$ cat src/rtl/memory_access_pkg.sv
// Shared types for the MEM stage: pipeline registers, data-bus request/response
// and access-size encodings.
package memory_access_pkg;

  localparam int XLEN       = 64;
  localparam int DBUS_BYTES = 8;

  localparam logic [1:0] MSIZE1 = 2'd0;
  localparam logic [1:0] MSIZE2 = 2'd1;
  localparam logic [1:0] MSIZE4 = 2'd2;
  localparam logic [1:0] MSIZE8 = 2'd3;

  // memMode[1:0] is the access size, memMode[2] selects zero-extension of loads
  localparam int MEMMODE_SIZE_LSB = 0;
  localparam int MEMMODE_UNSIGNED = 2;

  typedef enum logic [1:0] {
    IDLE = 2'd0,
    WAIT = 2'd1,
    DONE = 2'd2
  } mem_state_t;

  typedef struct packed {
    logic            valid;
    logic [XLEN-1:0] aluOut;
    logic [XLEN-1:0] rs2;
    logic            isWriteBack;
    logic [4:0]      wd;
    logic            isMemRead;
    logic            isMemWrite;
    logic [2:0]      memMode;
    logic [XLEN-1:0] instrAddr;
    logic [31:0]     instr;
  } REG_EX_MEM;

  typedef struct packed {
    logic            valid;
    logic [XLEN-1:0] wdData;
    logic            isWriteBack;
    logic [4:0]      wd;
    logic [XLEN-1:0] instrAddr;
    logic [31:0]     instr;
  } REG_MEM_WB;

  typedef struct packed {
    logic            valid;
    logic            isWb;
    logic [4:0]      wd;
    logic [XLEN-1:0] wdData;
  } FORWARD_SOURCE;

  typedef struct packed {
    logic                  valid;
    logic [63:0]           addr;
    logic [1:0]            size;
    logic [DBUS_BYTES-1:0] strobe;
    logic [63:0]           data;
  } DBUS_REQ;

  typedef struct packed {
    logic        data_ok;
    logic [63:0] data;
  } DBUS_RESP;

  function automatic logic [DBUS_BYTES-1:0] lane_mask(input logic [1:0] size);
    case (size)
      MSIZE1:  lane_mask = 8'h01;
      MSIZE2:  lane_mask = 8'h03;
      MSIZE4:  lane_mask = 8'h0F;
      default: lane_mask = 8'hFF;
    endcase
  endfunction

endpackage

$ cat src/rtl/memory_access_align.sv
// Byte-lane steering for the data bus: store strobe/data placement and
// load extraction with sign or zero extension.
module mem_align
  import memory_access_pkg::*;
(
  input  logic [2:0]  off_i,
  input  logic [1:0]  size_i,
  input  logic [63:0] wdata_i,
  input  logic [2:0]  mem_mode_i,
  input  logic [63:0] rdata_i,
  output logic [7:0]  strobe_o,
  output logic [63:0] wdata_o,
  output logic [63:0] rdata_o
);

  logic [63:0] shifted;
  logic        sign;

  always_comb begin
    strobe_o = lane_mask(size_i) << off_i;
    wdata_o  = wdata_i << {off_i, 3'b000};
    shifted  = rdata_i >> {off_i, 3'b000};
    sign     = 1'b0;
    case (mem_mode_i[1:0])
      MSIZE1: begin
        sign    = shifted[7] & ~mem_mode_i[MEMMODE_UNSIGNED];
        rdata_o = {{56{sign}}, shifted[7:0]};
      end
      MSIZE2: begin
        sign    = shifted[15] & ~mem_mode_i[MEMMODE_UNSIGNED];
        rdata_o = {{48{sign}}, shifted[15:0]};
      end
      MSIZE4: begin
        sign    = shifted[31] & ~mem_mode_i[MEMMODE_UNSIGNED];
        rdata_o = {{32{sign}}, shifted[31:0]};
      end
      default: rdata_o = shifted;
    endcase
  end

endmodule

$ cat src/rtl/memory_access.sv
// MEM pipeline stage: one data-bus access per instruction, stalls the pipe
// while the access is outstanding, and produces REG_MEM_WB plus forwarding.
module memory_access
  import memory_access_pkg::*;
(
  input  logic          clk,
  input  logic          rst,
  input  REG_EX_MEM     moduleIn,
  output REG_MEM_WB     moduleOut,
  output FORWARD_SOURCE forwardSource,
  output logic          ok_to_proceed,
  input  logic          ok_to_proceed_overall,
  output DBUS_REQ       dreq,
  input  DBUS_RESP      dresp
);

  mem_state_t  state_q, state_d;
  logic [63:0] ldbuf_q, ldbuf_d;
  REG_MEM_WB   out_q, out_d;

  logic        memop;
  logic        is_load;
  logic        req_valid;
  logic        resp_ok;
  logic [63:0] wd_data;
  logic [7:0]  align_strobe;
  logic [63:0] align_wdata;
  logic [63:0] load_ext;

  assign memop   = moduleIn.valid & (moduleIn.isMemRead | moduleIn.isMemWrite);
  assign is_load = moduleIn.isMemRead;

  mem_align u_align (
    .off_i      (moduleIn.aluOut[2:0]),
    .size_i     (moduleIn.memMode[1:0]),
    .wdata_i    (moduleIn.rs2),
    .mem_mode_i (moduleIn.memMode),
    .rdata_i    (dresp.data),
    .strobe_o   (align_strobe),
    .wdata_o    (align_wdata),
    .rdata_o    (load_ext)
  );

  always_ff @(posedge clk or negedge rst) begin
    if (!rst) begin
      state_q <= IDLE;
      ldbuf_q <= '0;
      out_q   <= '0;
    end else begin
      state_q <= state_d;
      ldbuf_q <= ldbuf_d;
      out_q   <= out_d;
    end
  end

  // A response in IDLE is a zero-wait completion and follows the WAIT rules.
  always_comb begin
    state_d = state_q;
    case (state_q)
      IDLE: begin
        if (memop) begin
          if (!resp_ok)                    state_d = WAIT;
          else if (!ok_to_proceed_overall) state_d = DONE;
        end
      end
      WAIT: if (resp_ok) state_d = ok_to_proceed_overall ? IDLE : DONE;
      DONE: if (ok_to_proceed_overall) state_d = IDLE;
      default: state_d = IDLE;
    endcase
  end

  always_comb begin
    req_valid = 1'b0;
    case (state_q)
      IDLE:    req_valid = memop;
      WAIT:    req_valid = 1'b1;
      default: req_valid = 1'b0;
    endcase
    resp_ok       = dresp.data_ok & req_valid;
    ok_to_proceed = ~memop | resp_ok | (state_q == DONE);
    if (resp_ok && is_load)               wd_data = load_ext;
    else if (state_q == DONE && is_load)  wd_data = ldbuf_q;
    else                                  wd_data = moduleIn.aluOut;
  end

  // The buffer holds a completed load until the rest of the pipe lets us retire.
  always_comb begin
    ldbuf_d = ldbuf_q;
    out_d   = out_q;
    if (resp_ok && is_load && !ok_to_proceed_overall) ldbuf_d = load_ext;
    if (ok_to_proceed_overall) begin
      out_d.valid       = moduleIn.valid;
      out_d.wdData      = wd_data;
      out_d.isWriteBack = moduleIn.isWriteBack;
      out_d.wd          = moduleIn.wd;
      out_d.instrAddr   = moduleIn.instrAddr;
      out_d.instr       = moduleIn.instr;
    end
  end

  assign dreq = '{
    valid:  req_valid,
    addr:   moduleIn.aluOut,
    size:   moduleIn.memMode[1:0],
    strobe: moduleIn.isMemWrite ? align_strobe : 8'h00,
    data:   align_wdata
  };

  assign moduleOut = out_q;

  assign forwardSource = '{
    valid:  moduleIn.valid & (moduleIn.wd != 5'd0),
    isWb:   moduleIn.isWriteBack,
    wd:     moduleIn.wd,
    wdData: wd_data
  };

endmodule

$ cat config.mk
export PLATFORM = sky130hd
export DESIGN_NAME = memory_access
export DESIGN_NICKNAME = d
export VERILOG_FILES = /design/src/rtl/memory_access_pkg.sv /design/src/rtl/memory_access_align.sv /design/src/rtl/memory_access.sv
export SDC_FILE = /design/constraint.sdc
export NUM_CORES = 1
export LEC_CHECK = 0
export CELL_PAD_IN_SITES_DETAIL_PLACEMENT = 1
export CELL_PAD_IN_SITES_GLOBAL_PLACEMENT = 1
export CORE_AREA = 2 2 264 266
export DETAILED_ROUTE_END_ITERATION = 8
export DIE_AREA = 0 0 266 268
export PLACE_DENSITY_LB_ADDON = 0.1
export SLEW_MARGIN = 20
export SYNTH_ARGS = -nofsm -noshare
export SYNTH_HDL_FRONTEND = slang
export SYNTH_SLANG_ARGS = --single-unit
export TNS_END_PERCENT = 5
$ cat constraint.sdc
create_clock -name clk -period 3.7 [get_ports clk]
set_input_delay 0.74 -clock clk [delete_from_list [all_inputs] [get_ports clk]]
set_output_delay 0.74 -clock clk [all_outputs]
set_load 0.01 [all_outputs]
Word level (Yosys, flattened, before mapping) --
Cells that the tools add are included.
Storage, ports and cells: flip-flop bits (word level) 233
Operators by class: equality and inequality tests 8, shifts and indexed selects 3, multiplexer cells 13, bitwise operators 11, reductions and logical operators 8
Operator list (count):
- 64-bit case mux with 3 select lines | 1
- 64-bit two-way mux | 2
- 64-bit by 6-bit << shifter with 64-bit output | 1
- 64-bit by 6-bit right shift with 64-bit output | 1
- 8-bit case mux with 3 select lines | 1
- 2-bit two-way mux | 6
- 8-bit two-way mux | 1
- 8-bit by 3-bit << shifter with 8-bit output | 1
- 1-bit bitwise AND | 6
- 2-bit inequality test, second input constant | 3
- 2-bit case mux with 3 select lines | 1
- 5-bit nonzero test | 1
- 2-bit by 1-bit == test with 1-bit output, second input constant | 2
- 2-bit == test, second input constant | 2
- 2-bit zero test | 2
- 4-bit AND reduction | 1
- 1-bit logical AND | 3
- 3-bit inequality test, second input constant | 1
- 1-bit bitwise OR | 3
- 1-bit inverter | 2
- 1-bit case mux with 2 select lines | 1
- 1-bit zero test | 1

Depth between registers and ports, before layout --
word-level depth 7, mapped depth 11, gate-level depth less buffers 6

Modules after synthesis --
Synthesis repeated with hierarchy kept, for this count alone.
Unflattened totals: cells, all modules 1504, area, all modules 15434.8 µm²
By module, submodules not included:
- memory_access | instances 1, cells each 962, area each 11389.7 µm²
- mem_align | instances 1, cells each 542, area each 4045.1 µm²

Worst setup path before layout --
No wires, ideal clock.
kind input -> output, from in moduleIn[172] (netlist bit), to out forwardSource[22] (netlist bit), arrival time 2642 ps, required time 2960 ps, setup slack 318 ps, stages 9, buffers on the path 3, path through buf_6 > mux2_4 > mux4_2 > and3_4 > or2_1 > buf_2 > buf_2 > a21oi_1 > mux2i_1
RTL lines:
- start, declared | RTL line memory_access.sv:8 | input REG_EX_MEM moduleIn,
- end, declared | RTL line memory_access.sv:10 | output FORWARD_SOURCE forwardSource,

==> results.yml <==
setup_path:
  path_class: "in2out"
  startpoint_type: "input port"
  r2r-start: "state_q[0]$_DFFE_PN0P_"
  worst-endpoint-arrival_ns: 2.96
  regToRegSetupSlack_ns: 1.42
  reg2reg_depth: 7
  critPathLaunch: "dresp[47]"
  cp.required_ns: 2.96
  r2r-end: "moduleOut[129]$_DFFE_PN0P_"
  end_kind: "output port"
  critPathMaxFanout: 16
  crit_end: "forwardSource[39]"
logic_synthesis:
  syn_area_sq_um: 14800
  yosysWarnings: 0
  ys_types: 47
  async_flop_share_pct: 100
  ys_seq_area_share_pct: 39.4
  synth_edf_count: 0
  synthCells: 1491
  ys_ff_latch: 233
  synthesis.area_per_instance_sq_um: 9.93
  ys.flop_type: "dfrtp_1"
  synth_nets: 1795
detailed_routing:
  antenna_left: 0
  totalWireLength_um: 77400
  drt-met1-wl_um: 33000
  routed-wl-met2_um: 37700
  wl_met3_um: 4570
  drtIter0Drc: 606
  avgRoutedWirePerCell_um: 24.8
  drc: 0
  via_per_inst: 4.58
  num_vias: 14300
  dr.pass1.iters: 4
  maxUsedRoutingLayer: "met5"
global_route:
  first_global_vias: 15500
  grt_overflow_total: 0
  grt_max_degree: 139
  grt_use_total_pct: 20.8
  grt_pass1_wl_um: 110000
  antenna_found_initial: 14
final_layout:
  layout_commonest_cell: "clkdlybuf4s50_1"
  layout_common_cells: "606 x clkdlybuf4s50_1, 233 x dfrtp_1, 168 x buf_4"
  fin_cells: 3117
  nets: 2513
  stdcell_area_sq_um: 24600
  layout-drive-gt1-share_pct: 25.5
  fin_util_pct: 36.1
  syn_to_final_growth_pct: 66.3
power:
  pwr-share-clk_pct: 32.5
  ir_worst_vdd_mv: 0.355
  p_seq_share_pct: 33.6
  power_density_nw_per_um2: 388
  p_int_w: 0.00661
  power.switching_w: 0.00295
  combinationalPowerShare_pct: 33.9
  sw_frac_of_total_pct: 30.9
  p_leak_nw: 10.3
placement:
  dp.cells: 3052
  place_congestion: 0.809
  port_buffers: 681
  placed_area_sq_um: 23400
  place_hpwl_um: 62100
timing:
  fin_crit_ns: 3.70
  holdWs_ns: 0.136
  rsz0062_at_grt: "yes"
  slew_violations: 0
  hold_viol_final: 0
  maxSlewHeadroom_pct: 29.3
  fmax_ghz: 0.270
  setup_viol: 0
  finalClockSkew_ns: 0.0111
  min_period_over_period_pct: 100
  worstMarginPinSlew_ns: 1.06
status:
  status: "finished, final reports clean"
clocking:
  cts_max_path_buffers: 3
  cts_tree: "done"
  cts_buffers: 31
  ctsHoldBuffers: 0
  cts_root_buffer: "clkbuf_16"
  insertion_delay_ns: 0.59
  cts.sinks: 233
  clkTransAtPathRegs_ns: 0.06
  cts.htree.levels: 1
run:
  maxCapViolCount: 0
floorplanning:
  io_pins: 682
  initial_utilization_pct: 21.7
  rows: 96
  die_w_um: 266
  core-area_sq_um: 68200
  fp.dieH_um: 268
  die-area_sq_um: 71300
min_path:
  hp-class: "in2async"
-- critical path, stage by stage --
cell	delay, ns
dlygate4sd2_1	0.26
mux2_4	0.28
mux4_2	0.48
and3_4	0.20
nor4_4	0.15
buf_6	0.18
bufbuf_16	0.32
a32oi_2	0.08
clkdlybuf4s15_2	0.25
-- per-layer routing --
metal	track usage, %	up-vias
met5	0	-
met2	35.4	370
met1	26.3	7117
met4	5.41	18
met3	5.27	109
li1	-	6659
-- cell families (layout without fill, tap and decap cells) --
kind of cell	count (synthesis)	after routing	share of synthesized area, %
compound gates	307	307	13.7
buf+inv	206	946	7.76
flops	233	233	39.4
mux	355	355	27.9
other cells	0	4	0
simple gates	390	390	11.2
-- what timing repair did --
action	4_1_cts	5_1_grt
pin swaps	2	2
cloned	2	0
endpoints found under the setup margin	69	60
resized for setup	150	40
buffers inserted	4	0
endpoints found under the hold margin	0	0
-- worst min path at each step --
stage / start / end / slack, ns / cells after the start
after detailed placement: state_q[1]$_DFFE_PN0P_ / state_q[0]$_DFFE_PN0P_ / 0.48 / 1
after global placement: state_q[1]$_DFFE_PN0P_ / state_q[0]$_DFFE_PN0P_ / 0.46 / 1
final: rst / moduleOut[156]$_DFFE_PN0P_ / 0.14 / 1
after global routing: rst / moduleOut[156]$_DFFE_PN0P_ / 0.20 / 1
after CTS: rst / moduleOut[157]$_DFFE_PN0P_ / 0.20 / 1
after floorplan: rst / ldbuf_q[0]$_DFFE_PN0P_ / 0.44 / 0
-- Yosys cell counts (all sizes together) (16+ instances only) --
cell type | number | area share (%)
mux4 | 17 | 2.6
nor2 | 166 | 4.2
buf | 121 | 5.6
clkbuf | 71 | 1.8
o21ai | 60 | 2.0
mux2i | 142 | 9.6
a211oi | 24 | 1.2
o22ai | 30 | 1.3
nand2 | 152 | 3.9
dfrtp | 233 | 39
nor3 | 16 | 0.62
mux2 | 196 | 16
nor2b | 20 | 0.84
a21oi | 143 | 4.8
a32oi | 32 | 3.4
-- registers in the layout, summed over array words and instances, names as in the netlist --
name	flops
ldbuf_q	64
moduleOut	167
state_q	2
-- power groups by stage --
stage                     logic (W)  clock network [W]  registers [W]
after global placement      0.00324                  0        0.00323
after global routing        0.00348            0.00332        0.00327
after CTS                   0.00329            0.00322        0.00321
final                       0.00324            0.00311        0.00321
after floorplan             0.00127                  0        0.00331
after detailed placement    0.00327                  0        0.00325
-- metrics by stage --
| stage | total power (W) | setup slack, ns | TNS, ns |
|---|---|---|---|
| final | 0.00956 | 0.000882 | 0 |
| after CTS | 0.00972 | -0.0173 | -0.0320 |
| after floorplan | 0.00458 | 0.318 | 0 |
| after global routing | 0.0101 | -0.0979 | -2.23 |
| after detailed placement | 0.00652 | -0.530 | -24.17 |
| after global placement | 0.00647 | -0.436 | -21.86 |
-- final cells by class --
| type | instances | area (sq um) |
|---|---|---|
| clock inverters | 10 | 140 |
| clock buffers | 45 | 898 |
| well taps | 882 | 1100 |
| multi-input cells | 1052 | 8050 |
| flip-flops and latches | 233 | 5830 |
| inverters | 14 | 52.6 |
| repair buffers | 877 | 8550 |
| diodes | 4 | 10.0 |
| fillers | 7612 | 43600 |
Power figures use the tool's default switching activity.
